===== src/rtl/fetch_stage.sv =====
// fetch_stage: PC register, combinational imem addressing and IF/ID register with stall, redirect/flush, boot bubble and fetch fault
module fetch_stage #(
  parameter logic [31:0] RESET_PC   = 32'h0000_0000,
  parameter int          IMEM_WORDS = 1024
) (
  input  logic        clk,
  input  logic        rst,
  output logic [31:0] imem_addr,
  input  logic [31:0] imem_rd,
  input  logic        stall_d,
  input  logic        redirect_e,
  input  logic [31:0] target_e,
  output logic [31:0] instr_d,
  output logic [31:0] pc_d,
  output logic [31:0] pc_plus4_d,
  output logic        valid_d,
  output logic        fault_d
);
  typedef enum logic {BOOT, RUN} state_t;
  localparam logic [31:0] LIMIT = 32'(4 * IMEM_WORDS);
  state_t      r_state, w_next;
  logic [31:0] r_pc, r_instr, r_pcd, r_p4, w_pc_plus4;
  logic        r_valid, r_fault, r_mis, w_flt, w_redir, w_capture;
  always_ff @(posedge clk or posedge rst)
    if (rst) r_state <= BOOT;
    else     r_state <= w_next;
  always_comb begin
    w_next     = (r_state == BOOT) ? RUN : r_state;
    w_redir    = (r_state == RUN) && redirect_e;
    w_capture  = (r_state == RUN) && !redirect_e && !stall_d;
    w_pc_plus4 = r_pc + 32'd4;
    w_flt      = (r_pc >= LIMIT) || r_mis;
  end
  always_ff @(posedge clk or posedge rst)
    if (rst) begin
      r_pc    <= RESET_PC;
      r_instr <= '0;
      r_pcd   <= '0;
      r_p4    <= '0;
      r_valid <= 1'b0;
      r_fault <= 1'b0;
      r_mis   <= 1'b0;
    end else if (w_redir) begin
      r_pc    <= {target_e[31:2], 2'b00};
      r_mis   <= |target_e[1:0];
      r_instr <= '0;
      r_valid <= 1'b0;
      r_fault <= 1'b0;
    end else if (w_capture) begin
      r_pc    <= w_pc_plus4;
      r_instr <= w_flt ? 32'h0000_0013 : imem_rd;
      r_pcd   <= r_pc;
      r_p4    <= w_pc_plus4;
      r_valid <= 1'b1;
      r_fault <= w_flt;
      r_mis   <= 1'b0;
    end
  assign imem_addr  = r_pc;
  assign instr_d    = r_instr;
  assign pc_d       = r_pcd;
  assign pc_plus4_d = r_p4;
  assign valid_d    = r_valid;
  assign fault_d    = r_fault;
endmodule


===== config.mk =====
export PLATFORM = sky130hd
export DESIGN_NAME = fetch_stage
export DESIGN_NICKNAME = d
export VERILOG_FILES = /design/src/rtl/fetch_stage.sv
export SDC_FILE = /design/constraint.sdc
export NUM_CORES = 1
export LEC_CHECK = 0
export CELL_PAD_IN_SITES_DETAIL_PLACEMENT = 0
export CELL_PAD_IN_SITES_GLOBAL_PLACEMENT = 2
export CORE_UTILIZATION = 34
export DETAILED_ROUTE_END_ITERATION = 12
export DONT_BUFFER_PORTS = 1
export PLACE_DENSITY = 0.82
export RECOVER_POWER = 25
export SETUP_SLACK_MARGIN = 0.1
export SYNTH_ARGS = -nofsm -noshare
export SYNTH_HDL_FRONTEND = slang
export SYNTH_SLANG_ARGS = --single-unit
export TNS_END_PERCENT = 100

===== constraint.sdc =====
create_clock -name clk -period 4.1 [get_ports clk]
set_input_delay 1.025 -clock clk [delete_from_list [all_inputs] [get_ports clk]]
set_output_delay 1.025 -clock clk [all_outputs]
set_load 0.02 [all_outputs]

==> results.json <==
{
  "outcome": "finished with violations",
  "failed_checks": "max-capacitance violations, max-slew violations",
  "synth_cells": 618,
  "clock_latency_ns": 0.43,
  "ir_drop_mv": 0.276,
  "ys_seq_area_share_pct": 53.4,
  "final_nets": 663,
  "wl_per_cell_um": 20.6,
  "fin_skew_ns": 0.0123,
  "cts_tree": "done",
  "drive_gt1_share_pct": 8.58,
  "setup-violations-final": 0,
  "synth_flop_cell": "dfrtp_1",
  "grt_pass1_vias": 4494,
  "fin_area_um2": 6600,
  "portBuffers": 0,
  "cts-resized-gates": 0,
  "pre_cts_slack_ns": 1.36,
  "cap_violations": 1,
  "drt-vias-per-instance": 5.50,
  "power.total_uw": 3710,
  "dieArea_um2": 17900,
  "drc": 0,
  "ff2ff_setup_slack_ns": 1.60,
  "cp-end-kind": "flip-flop",
  "netlist-cell-type-count": 49,
  "yosysWarnings": 0,
  "hpwl_um": 11800,
  "drtAntennaViolNets": 0,
  "clkSlewWorstSetupHoldPaths_ns": 0.06,
  "cpPeakStageDelay_ns": 0.77,
  "reg2regPathDepth": 5,
  "dr.pass1.iters": 5,
  "io_pins": 198,
  "critical_path_peak_fanout": 10,
  "gr-total-overflow": 0,
  "synth-edff-count": 0,
  "syn2layout_area_growth_pct": 11.7,
  "core_um2": 16800,
  "antenna_found_initial": 0,
  "rsz0062_at_grt": "no",
  "cts.htree.levels": 4,
  "synth.avg_cell_area_um2": 9.55,
  "die_x_um": 134,
  "fin_ws_ns": 1.60,
  "cts.sinks": 126,
  "worstSetupPathType": "flip-flop to flip-flop",
  "totalWireLength_um": 17000,
  "globalplace.congestion": 0.812,
  "hold_buffers": 0,
  "placed_area_um2": 6010,
  "final_cell_mix": "nand2_1 (156), dfrtp_1 (126), o21ai_0 (46)",
  "async_reset_ff_share_pct": 100,
  "p_per_area_nw_per_um2": 563,
  "cp_data_arrival_time_ns": 2.76,
  "finalSetupTns_ns": 0,
  "drt_iter0_drc": 308,
  "antenna_cells": 0,
  "reg2reg_from": "imem_addr[5]",
  "initial_core_util_pct": 35.2,
  "crit_end": "imem_addr[23]",
  "r2r-end": "imem_addr[23]",
  "grtUsageTotal_pct": 19.3,
  "hold_violations": 0,
  "multiInputGateArea_um2": 2480,
  "slew_headroom_pct": -41.5,
  "grt_pass1_wl_um": 26400,
  "crit_start": "imem_addr[5]",
  "critPathSlowestCell": "nor4_1",
  "netlist_area_um2": 5900,
  "cts_setup_buffers": 0,
  "numCtsBuffers": 17,
  "num-fill-cells": 1730,
  "period_minus_slack_ns": 2.50,
  "leakage_uw": 0.00292,
  "rows": 47,
  "drv_slew": 46,
  "crit_required_ns": 4.37,
  "hold_class": "flip-flop to flip-flop",
  "worstSetupStartpointType": "flip-flop",
  "path_cells": "nand4_4 -> nor4_1 -> nand2_1 -> o211ai_1 -> o311ai_0",
  "seqCellArea_um2": 3150,
  "root_buffer": "clkbuf_16",
  "synth-seq-cells": 126,
  "period_share_pct": 60.9,
  "vias": 4539,
  "max_freq_mhz": 401,
  "worst_pin_slew_ns": 2.11,
  "layout_commonest_cell": "nand2_1",
  "grt_max_degree": 73,
  "fp.dieH_um": 134,
  "cts_buffer_depth": 2
}
-- cells in the mapped netlist (all sizes together), types with 3 or more instances --
master	instances	area share, %
a22oi	8	1.0
o22ai	7	0.74
nand2	157	10
o211ai	3	0.38
nand3	16	1.4
a211oi	3	0.38
or4	3	0.45
a21o	3	0.38
and4	5	0.74
a22o	33	4.9
and3	3	0.32
nor2	26	1.7
o31ai	6	0.76
clkbuf	33	2.1
nand4	11	1.8
o21ai	50	4.2
nor4	10	1.9
o32ai	4	0.59
xor2	15	2.2
dfrtp	126	53
buf	22	2.4
nor3	10	1.0
and2	3	0.32
a21oi	20	1.7
inv	9	0.57
xnor2	14	2.1
-- per-layer routing --
| metal | wire length, um | part of all wire [%] | vias up | track usage, % |
|---|---|---|---|---|
| met5 | 0 | 0 | - | 0 |
| met4 | 261 | 1.5 | 0 | 7.20 |
| met3 | 1420 | 8.4 | 23 | 6.43 |
| met2 | 8360 | 49 | 200 | 31.3 |
| met1 | 6950 | 41 | 2227 | 23.9 |
| li1 | - | - | 2089 | - |
-- layout make-up --
class / count / area share (%)
sequential: 126 / 47.8
multi-input combinational: 433 / 37.7
clock buffer: 17 / 6.45
tap: 220 / 4.17
clock inverter: 15 / 2.49
timing repair buffer: 6 / 0.873
inverter: 9 / 0.531
-- logic make-up after synthesis --
kind of cell	share of synthesized area (%)
adder cells (fa/ha/maj)	0.424
XOR/XNOR	4.30
AO/OA/AOI/OAI	16.1
multiplexers	0.339
flip-flops	53.4
other	0.127
buffers and inverters	5.11
AND/OR/NAND/NOR	20.2
-- critical path, delay by kind of cell (launching register included) --
family,cells,cell delay (ns)
flops,1,0.69
simple gates,3,1.30
compound gates,2,0.34
-- report_power, final --
| group | switching [uW] | internal [uW] | leakage [uW] |
|---|---|---|---|
| clock network | 649 | 867 | 0.000289 |
| logic | 217 | 130 | 0.00105 |
| registers | 443 | 1410 | 0.00159 |
| total | 1310 | 2400 | 0.00292 |
-- registers in the layout, indices dropped and copies added, names as in the netlist --
name,flops
r_mis,1
imem_addr,30
pc_plus4_d,30
instr_d,32
r_state,1
valid_d,1
pc_d,30
fault_d,1
-- worst min-delay path by stage --
stage	from	cells after the start	to	slack [ns]
floorplan	r_mis	2	r_mis	0.44
global placement	r_mis	2	r_mis	0.47
detailed placement	r_mis	2	r_mis	0.46
CTS	r_mis	2	r_mis	0.48
global route	r_mis	2	r_mis	0.51
finish	r_mis	2	r_mis	0.49
-- per-stage QoR --
stage	hold WS [ns]	util (%)	std cells
final	0.491	39.4	826
after global routing	0.513	39.4	826
after CTS	0.484	39.4	826
after detailed placement	0.458	35.8	794
after global placement	0.466	35.8	794
after floorplan	0.440	-	623
(Power assumes the default switching activity.)
